**src/rtl/mc_control_fsm_if.sv**
```systemverilog
// Control bundle between the multicycle controller (master) and the datapath (slave).
// The master reads the instruction fields and the zero flag, and drives every mux select and write enable.
interface mc_control_fsm_if #(
  parameter int CNT_W = 32
);
  logic [5:0]       op_code;
  logic [5:0]       funct;
  logic             zero;
  logic [1:0]       alu_srcA;
  logic [2:0]       alu_srcB;
  logic [3:0]       alu_control;
  logic [1:0]       pc_src;
  logic             IorD;
  logic             ir_wr;
  logic             pc_wr;
  logic             mem_wr;
  logic             reg_wr;
  logic             reg_dst;
  logic             mem2reg;
  logic             branch;
  logic             illegal_op;
  logic [CNT_W-1:0] retired;

  modport master (
    input  op_code, funct, zero,
    output alu_srcA, alu_srcB, alu_control, pc_src, IorD, ir_wr, pc_wr, mem_wr,
           reg_wr, reg_dst, mem2reg, branch, illegal_op, retired
  );

  modport slave (
    output op_code, funct, zero,
    input  alu_srcA, alu_srcB, alu_control, pc_src, IorD, ir_wr, pc_wr, mem_wr,
           reg_wr, reg_dst, mem2reg, branch, illegal_op, retired
  );
endinterface

```
**src/rtl/mc_control_fsm.sv**
```systemverilog
// Multicycle MIPS control FSM: MEM_WAIT memory wait states, illegal-opcode pulse and retired counter.
// Define MC_BRANCH_EN to add beq/bne/j through the BRANCH and JUMP states.
module mc_control_fsm #(
  parameter int MEM_WAIT = 1,
  parameter int CNT_W    = 32
) (
  input logic              clk,
  input logic              rst_n,
  mc_control_fsm_if.master bus
);
  localparam logic [3:0] ALU_OP_AND = 4'h0;
  localparam logic [3:0] ALU_OP_OR  = 4'h1;
  localparam logic [3:0] ALU_OP_ADD = 4'h2;
  localparam logic [3:0] ALU_OP_XOR = 4'h3;
  localparam logic [3:0] ALU_OP_SUB = 4'h6;
  localparam logic [3:0] ALU_OP_SLT = 4'h7;
  localparam logic [3:0] ALU_OP_SLL = 4'h8;
  localparam logic [3:0] ALU_OP_SRL = 4'h9;
  localparam logic [3:0] ALU_OP_SRA = 4'hA;
  localparam logic [3:0] ALU_OP_NOR = 4'hC;

  localparam logic [5:0] OP_RTYPE = 6'b000000;
  localparam logic [5:0] OP_LW    = 6'b100011;
  localparam logic [5:0] OP_SW    = 6'b101011;
  localparam logic [5:0] OP_ADDI  = 6'b001000;
  localparam logic [5:0] OP_SLTI  = 6'b001010;
  localparam logic [5:0] OP_ANDI  = 6'b001100;
  localparam logic [5:0] OP_ORI   = 6'b001101;
  localparam logic [5:0] OP_XORI  = 6'b001110;
`ifdef MC_BRANCH_EN
  localparam logic [5:0] OP_BEQ   = 6'b000100;
  localparam logic [5:0] OP_BNE   = 6'b000101;
  localparam logic [5:0] OP_J     = 6'b000010;
`endif

  localparam logic [3:0] WAIT_LAST = 4'(MEM_WAIT);

  typedef enum logic [3:0] {
    FETCH,
    DECODE,
    MEM_ADR,
    MEM_READ,
    MEM_WRITEBACK,
    MEM_WRITE,
    R_EXECUTE,
    R_WRITEBACK,
    I_EXECUTE,
    I_WRITEBACK,
    ILLEGAL
`ifdef MC_BRANCH_EN
    , BRANCH
    , JUMP
`endif
  } state_t;

  state_t           state_q, state_d;
  logic [3:0]       wait_cnt_q, wait_cnt_d;
  logic [CNT_W-1:0] retired_q, retired_d;
  logic             wait_done;

  assign wait_done = (MEM_WAIT == 0) || (wait_cnt_q == WAIT_LAST);

  always_comb begin
    state_d    = state_q;
    wait_cnt_d = wait_cnt_q;
    retired_d  = retired_q;
    case (state_q)
      FETCH: begin
        if (wait_done) state_d = DECODE;
        else           wait_cnt_d = wait_cnt_q + 4'd1;
      end
      DECODE: begin
        case (bus.op_code)
          OP_RTYPE:                                 state_d = R_EXECUTE;
          OP_LW, OP_SW:                             state_d = MEM_ADR;
          OP_ADDI, OP_SLTI, OP_ANDI, OP_ORI, OP_XORI: state_d = I_EXECUTE;
`ifdef MC_BRANCH_EN
          OP_BEQ, OP_BNE:                           state_d = BRANCH;
          OP_J:                                     state_d = JUMP;
`endif
          default:                                  state_d = ILLEGAL;
        endcase
      end
      MEM_ADR:   state_d = (bus.op_code == OP_LW) ? MEM_READ : MEM_WRITE;
      MEM_READ: begin
        if (wait_done) state_d = MEM_WRITEBACK;
        else           wait_cnt_d = wait_cnt_q + 4'd1;
      end
      R_EXECUTE: state_d = R_WRITEBACK;
      I_EXECUTE: state_d = I_WRITEBACK;
`ifdef MC_BRANCH_EN
      BRANCH, JUMP,
`endif
      MEM_WRITEBACK, MEM_WRITE, R_WRITEBACK, I_WRITEBACK: begin
        state_d   = FETCH;
        retired_d = retired_q + CNT_W'(1);
      end
      default:   state_d = FETCH;
    endcase
    // Every state change clears the wait counter, so FETCH and MEM_READ always start from zero.
    if (state_d != state_q) wait_cnt_d = '0;
  end

  always_ff @(posedge clk or negedge rst_n) begin
    if (!rst_n) begin
      state_q    <= FETCH;
      wait_cnt_q <= '0;
      retired_q  <= '0;
    end else begin
      state_q    <= state_d;
      wait_cnt_q <= wait_cnt_d;
      retired_q  <= retired_d;
    end
  end

  always_comb begin
    bus.alu_srcA    = 2'b00;
    bus.alu_srcB    = 3'b000;
    bus.alu_control = 4'h0;
    bus.pc_src      = 2'b00;
    bus.IorD        = 1'b0;
    bus.ir_wr       = 1'b0;
    bus.pc_wr       = 1'b0;
    bus.mem_wr      = 1'b0;
    bus.reg_wr      = 1'b0;
    bus.reg_dst     = 1'b0;
    bus.mem2reg     = 1'b0;
    bus.branch      = 1'b0;
    bus.illegal_op  = 1'b0;
    case (state_q)
      FETCH: begin
        bus.alu_srcB    = 3'b001;
        bus.alu_control = ALU_OP_ADD;
        // With MEM_WAIT=0 the reset state is already the last fetch cycle; keep writes off until release.
        if (wait_done && rst_n) begin
          bus.ir_wr = 1'b1;
          bus.pc_wr = 1'b1;
        end
      end
      DECODE: begin
        bus.alu_control = ALU_OP_ADD;
`ifdef MC_BRANCH_EN
        bus.alu_srcB    = 3'b100;
`endif
      end
      MEM_ADR: begin
        bus.alu_srcA    = 2'b01;
        bus.alu_srcB    = 3'b010;
        bus.alu_control = ALU_OP_ADD;
      end
      MEM_READ:  bus.IorD = 1'b1;
      MEM_WRITEBACK: begin
        bus.mem2reg = 1'b1;
        bus.reg_wr  = 1'b1;
      end
      MEM_WRITE: begin
        bus.IorD   = 1'b1;
        bus.mem_wr = 1'b1;
      end
      R_EXECUTE: begin
        bus.alu_srcA = 2'b01;
        case (bus.funct)
          6'b100000: bus.alu_control = ALU_OP_ADD;
          6'b100010: bus.alu_control = ALU_OP_SUB;
          6'b100100: bus.alu_control = ALU_OP_AND;
          6'b100101: bus.alu_control = ALU_OP_OR;
          6'b100110: bus.alu_control = ALU_OP_XOR;
          6'b100111: bus.alu_control = ALU_OP_NOR;
          6'b101010: bus.alu_control = ALU_OP_SLT;
          6'b000000, 6'b000010, 6'b000011: begin
            bus.alu_srcA    = 2'b10;
            bus.alu_srcB    = 3'b010;
            bus.alu_control = (bus.funct[1:0] == 2'b00) ? ALU_OP_SLL :
                              (bus.funct[1:0] == 2'b10) ? ALU_OP_SRL : ALU_OP_SRA;
          end
          default: begin
            bus.alu_control = ALU_OP_OR;
            bus.illegal_op  = 1'b1;
          end
        endcase
      end
      R_WRITEBACK: begin
        bus.reg_dst = 1'b1;
        bus.reg_wr  = 1'b1;
      end
      I_EXECUTE: begin
        bus.alu_srcA = 2'b01;
        bus.alu_srcB = 3'b011;
        case (bus.op_code)
          OP_SLTI: bus.alu_control = ALU_OP_SLT;
          OP_ANDI: bus.alu_control = ALU_OP_AND;
          OP_ORI:  bus.alu_control = ALU_OP_OR;
          OP_XORI: bus.alu_control = ALU_OP_XOR;
          default: bus.alu_control = ALU_OP_ADD;
        endcase
      end
      I_WRITEBACK: bus.reg_wr = 1'b1;
      ILLEGAL:     bus.illegal_op = 1'b1;
`ifdef MC_BRANCH_EN
      BRANCH: begin
        bus.alu_srcA    = 2'b01;
        bus.alu_control = ALU_OP_SUB;
        bus.pc_src      = 2'b01;
        bus.branch      = 1'b1;
        bus.pc_wr       = (bus.op_code == OP_BNE) ? ~bus.zero : bus.zero;
      end
      JUMP: begin
        bus.pc_src = 2'b10;
        bus.pc_wr  = 1'b1;
      end
`endif
      default: ;
    endcase
  end

`ifndef MC_BRANCH_EN
  logic unused_zero;
  assign unused_zero = bus.zero;
`endif

  assign bus.retired = retired_q;
endmodule

```
**src/flat_wrapper.sv**
```systemverilog
// flat-port wrapper written by rule: the top's interface ports become plain ports
module mc_control_fsm_flat 
#(
  parameter int MEM_WAIT = 1,
  parameter int CNT_W    = 32
)
  (clk, rst_n, bus_op_code, bus_funct, bus_zero, bus_alu_srcA, bus_alu_srcB, bus_alu_control, bus_pc_src, bus_IorD, bus_ir_wr, bus_pc_wr, bus_mem_wr, bus_reg_wr, bus_reg_dst, bus_mem2reg, bus_branch, bus_illegal_op, bus_retired);
  mc_control_fsm_if #(.CNT_W(CNT_W)) bus_i ();
  input logic clk;
  input logic rst_n;
  input wire logic [$bits(bus_i.op_code)-1:0] bus_op_code;
  input wire logic [$bits(bus_i.funct)-1:0] bus_funct;
  input wire logic [$bits(bus_i.zero)-1:0] bus_zero;
  output wire logic [$bits(bus_i.alu_srcA)-1:0] bus_alu_srcA;
  output wire logic [$bits(bus_i.alu_srcB)-1:0] bus_alu_srcB;
  output wire logic [$bits(bus_i.alu_control)-1:0] bus_alu_control;
  output wire logic [$bits(bus_i.pc_src)-1:0] bus_pc_src;
  output wire logic [$bits(bus_i.IorD)-1:0] bus_IorD;
  output wire logic [$bits(bus_i.ir_wr)-1:0] bus_ir_wr;
  output wire logic [$bits(bus_i.pc_wr)-1:0] bus_pc_wr;
  output wire logic [$bits(bus_i.mem_wr)-1:0] bus_mem_wr;
  output wire logic [$bits(bus_i.reg_wr)-1:0] bus_reg_wr;
  output wire logic [$bits(bus_i.reg_dst)-1:0] bus_reg_dst;
  output wire logic [$bits(bus_i.mem2reg)-1:0] bus_mem2reg;
  output wire logic [$bits(bus_i.branch)-1:0] bus_branch;
  output wire logic [$bits(bus_i.illegal_op)-1:0] bus_illegal_op;
  output wire logic [$bits(bus_i.retired)-1:0] bus_retired;
  assign bus_i.op_code = bus_op_code;
  assign bus_i.funct = bus_funct;
  assign bus_i.zero = bus_zero;
  assign bus_alu_srcA = bus_i.alu_srcA;
  assign bus_alu_srcB = bus_i.alu_srcB;
  assign bus_alu_control = bus_i.alu_control;
  assign bus_pc_src = bus_i.pc_src;
  assign bus_IorD = bus_i.IorD;
  assign bus_ir_wr = bus_i.ir_wr;
  assign bus_pc_wr = bus_i.pc_wr;
  assign bus_mem_wr = bus_i.mem_wr;
  assign bus_reg_wr = bus_i.reg_wr;
  assign bus_reg_dst = bus_i.reg_dst;
  assign bus_mem2reg = bus_i.mem2reg;
  assign bus_branch = bus_i.branch;
  assign bus_illegal_op = bus_i.illegal_op;
  assign bus_retired = bus_i.retired;
  mc_control_fsm #(.MEM_WAIT(MEM_WAIT), .CNT_W(CNT_W)) u_core (.clk(clk), .rst_n(rst_n), .bus(bus_i));
endmodule
```
**config.mk**
```make
export PLATFORM = sky130hd
export DESIGN_NAME = mc_control_fsm_flat
export DESIGN_NICKNAME = d
export VERILOG_FILES = /design/src/rtl/mc_control_fsm_if.sv /design/src/rtl/mc_control_fsm.sv /design/src/flat_wrapper.sv
export SDC_FILE = /design/constraint.sdc
export NUM_CORES = 1
export LEC_CHECK = 0
export ABC_AREA = 1
export BUFFER_PORTS_ARGS = -buffer_cell sky130_fd_sc_hd__buf_2
export CAP_MARGIN = 20
export CORE_AREA = 2 2 77 79
export DETAILED_ROUTE_END_ITERATION = 7
export DIE_AREA = 0 0 79 81
export GPL_ROUTABILITY_DRIVEN = 0
export PLACE_DENSITY = 0.79
export SYNTH_ARGS = -nofsm -noshare
export SYNTH_HDL_FRONTEND = slang
export SYNTH_SLANG_ARGS = --single-unit
```
**constraint.sdc**
```tcl
create_clock -name clk -period 1.7 [get_ports clk]
set_clock_uncertainty 0.05 [all_clocks]
set_input_delay 0.255 -clock clk [delete_from_list [all_inputs] [get_ports clk]]
set_output_delay 0.255 -clock clk [all_outputs]
set_load 0.02 [all_outputs]
```
==> metrics.md <==
| Metric | Value |
|---|---|
| Vias per std cell | 5.17 |
| CP endpoint kind | primary output |
| Post-synth EDFFs | 0 |
| Syn Inst Count | just under 500 |
| CTS Sinks | 40 |
| CP Capture Point | bus_alu_control[0] |
| Combinational share of power | 0.484 |
| Worst min-delay path category | in2async |
| Layout filler cell count | 477 |
| DRT iter0 DRCs | 199 |
| Hold Fails Final Rpt | 0 |
| Leakage | 2.03 nW |
| Antenna Cells | 0 |
| Fin worst setup slack | -0.140 ns |
| Grt total ovfl | 0 |
| Vias | 3,399 |
| Achievable Freq | between 500 and 600 MHz |
| Simple-gate share of the synthesized area | 0.472 |
| Crit path launch type | register |
| Overall routing resource usage | 0.261 |
| CTS Buf Count | 5 |
| Multiplexer share of the synthesized area | 0 |
| Largest net degree at the start of global routing | 41 |
| Sw Pwr | 0.00180 W |
| Final net count | 599 |
| Largest family of logic cells by synthesized area | simple AND/OR/NAND/NOR gates |
| Place WS | between 0.05 and 0.06 ns |
| Largest vdd supply drop | 0.00109 V |
| Initial Util | 0.522 |
| Initial antenna violation count | 0 |
| Post-Syn Area | 2960 µm² |
| Slew Limit Fails | 0 |
| Sequential share of power | 0.271 |
| Switching Fraction | 0.405 |
| Violated checks | negative setup slack |
| Floorplan row count | 28 |
| TritonRoute pass-1 iters | 4 |
| FF+latch area | 1000 µm² |
| First-pass GRT wire length | between 10 and 15 mm |
| Setup repair after global routing missed its margin | true |
| Synth Area per Inst | about 6.1 µm² |
| Yosys cell types | 27 |
| # setup viols final | 17 |
| P_int | 0.00265 W |
| CTS tree | done |
| Synth Flop Type | dfrtp_1 |
| Die X | 79 µm |
| R2R Setup Slk | -0.10 ns |
| Yosys reg bits | 40 |
| Final worst path period share | 1.08 |
| CP arrival | 1.53 ns |
| P per Cell Area | approximately 1100 nW/µm² |
| Area of the multi-input gates | 1820 µm² |
| Async SR Flop Fraction | 1.00 |
| Routed Antenna Nets | 0 |
| Total die area | 6400 µm² |
| Drt drc | 0 |
| Yosys warns | 0 |
| Area delta synth->final | 32.5% |
| Clk network pwr share | 0.245 |
| Register area share after synthesis | 0.338 |
| Die Height | 81 µm |
| Post-Synth XOR/XNOR Area | 0.0414 |
| Synth Area in Compound Gates | 0.0409 |
| Clk pin slew, worst setup/hold paths | 0.08 ns |
| Hold Slack | 0.00925 ns |
| CTS Buffer Depth | 2 |
| Total wire length | roughly 8.8 mm |
| Worst R2R Path Depth | 11 |
| Share of layout cells above drive strength 1 | 0.268 |
| Clock period minus worst slack | 1.84 ns |
| H-Tree Depth | 2 |
| Core Footprint | 5680 µm² |
| Worst-path fanout max | 4 |
| Crit path kind | reg2out |
| Vias in the first global route | 3,142 |
| Post-DP HPWL | 5.86 mm |
| PortBufs | 61 |
| Status | complete, but fails checks |
| Worst endpoint required time | between 1 and 1.5 ns |
| Worst rel slew slack | 0.665 |
| Worst slew pin tran | 0.502 ns |
| Io pins | between 60 and 70 |
| Clock Latency Late Sink | roughly 0.30 ns |
| Post-Synth Adder-Cell Area | 0.0127 |
| Drt wl/cell | 13.4 µm |
| Clk Tree Root Cell | clkbuf_8 |
| Worst R2R Start | u_core.state_q[2] |
| Crit path from | u_core.state_q[3] |
| MaxCap Viol Count | 0 |
| Hold buffers post-CTS | 0 |
| Reg-to-Reg End | u_core.state_q[0] |
-- power groups by stage --
stage               Sequential [W]  Combinational [W]  Clock (W)
detailed placement         0.00119            0.00139          0
CTS                        0.00118            0.00172    0.00110
finish                     0.00121            0.00215    0.00109
floorplan                  0.00125           0.000940          0
global placement           0.00118            0.00136          0
global route               0.00122            0.00228    0.00114
-- how the worst min path moves through the flow --
stage,to,slack (ns),cells after the start
after detailed placement,u_core.bus.retired[6],0.35,2
after global routing,u_core.bus.retired[27],0.08,2
after CTS,u_core.bus.retired[6],0.03,2
final,u_core.bus.retired[4],0.009,2
after floorplan,u_core.bus.retired[0],-0.09,0
after global placement,u_core.bus.retired[22],0.34,2
-- per-layer routing --
layer  vias up  wire (µm)  track usage
li1       1669          -            -
met1      1567       3590        0.294
met2       135       4430        0.489
met3        28        509       0.0511
met4         0        266       0.0948
met5         -          0            0
-- layout make-up --
class,instances,share of cell area
multi-input combinational,384,0.463
sequential,40,0.256
timing repair buffer,97,0.165
inverter,53,0.0513
tap,75,0.0239
clock inverter,3,0.0229
clock buffer,5,0.0175
-- registers in the layout, indices dropped and copies added (netlist names) --
signal,count
u_core.state_q,4
u_core.bus.retired,32
u_core.wait_cnt_q,4
-- placed cells by master, fill, tap and decap left out, drive strengths merged, types with 2 or more instances in the layout --
| cell type | synthesis | routed |
|---|---|---|
| nand2 | 212 | 212 |
| inv | 53 | 53 |
| bufinv | 0 | 3 |
| o21ai | 17 | 17 |
| nand3 | 32 | 32 |
| nand4 | 4 | 4 |
| xnor2 | 3 | 3 |
| dfrtp | 40 | 40 |
| o22ai | 2 | 2 |
| xor2 | 11 | 11 |
| ha | 3 | 3 |
| conb | 1 | 4 |
| clkbuf | 1 | 5 |
| buf | 9 | 97 |
| nor2 | 91 | 91 |
-- timing repair --
item	in CTS	in global routing
setup buffers	21	11
gates resized for setup	35	40
pin swaps	11	10
setup endpoints to repair	11	37
-- cell usage after synthesis, types with 4 or more instances --
library cell	instances	area share
buf_4	8	0.020
dfrtp_1	40	0.34
inv_1	50	0.063
nand2_1	208	0.26
nand3_1	32	0.054
nand4_1	4	0.0084
nor2_1	81	0.10
nor2_2	5	0.011
nor2_4	5	0.019
o21ai_0	15	0.025
xor2_1	11	0.033
-- metrics by stage --
stage               power [W]  setup TNS [ns]  area [µm²]   util  cells
floorplan             0.00219               0        2980      -    487
global placement      0.00254               0        3340  0.589    619
detailed placement    0.00257               0        3340  0.589    619
CTS                   0.00400          -0.946        3730  0.657    648
global route          0.00463           -2.54        3930  0.692    657
finish                0.00445           -1.50        3930  0.692    657
-- worst max-delay path, cell delays in order, from the launching register on --
cell and delay [ns]:
dfrtp_1 0.44, inv_2 0.06, nor2_2 0.16, inv_2 0.07, nor2_4 0.13, nand3_1 0.11
nand2_1 0.09, buf_2 0.16
-- logic make-up after synthesis --
logic type / count (synthesis)
AND/OR/NAND/NOR: 341
other: 1
adder cells (fa/ha/maj): 3
AO/OA/AOI/OAI: 22
buffers and inverters: 63
XOR/XNOR: 14
flip-flops: 40
(Power assumes the default switching activity.)
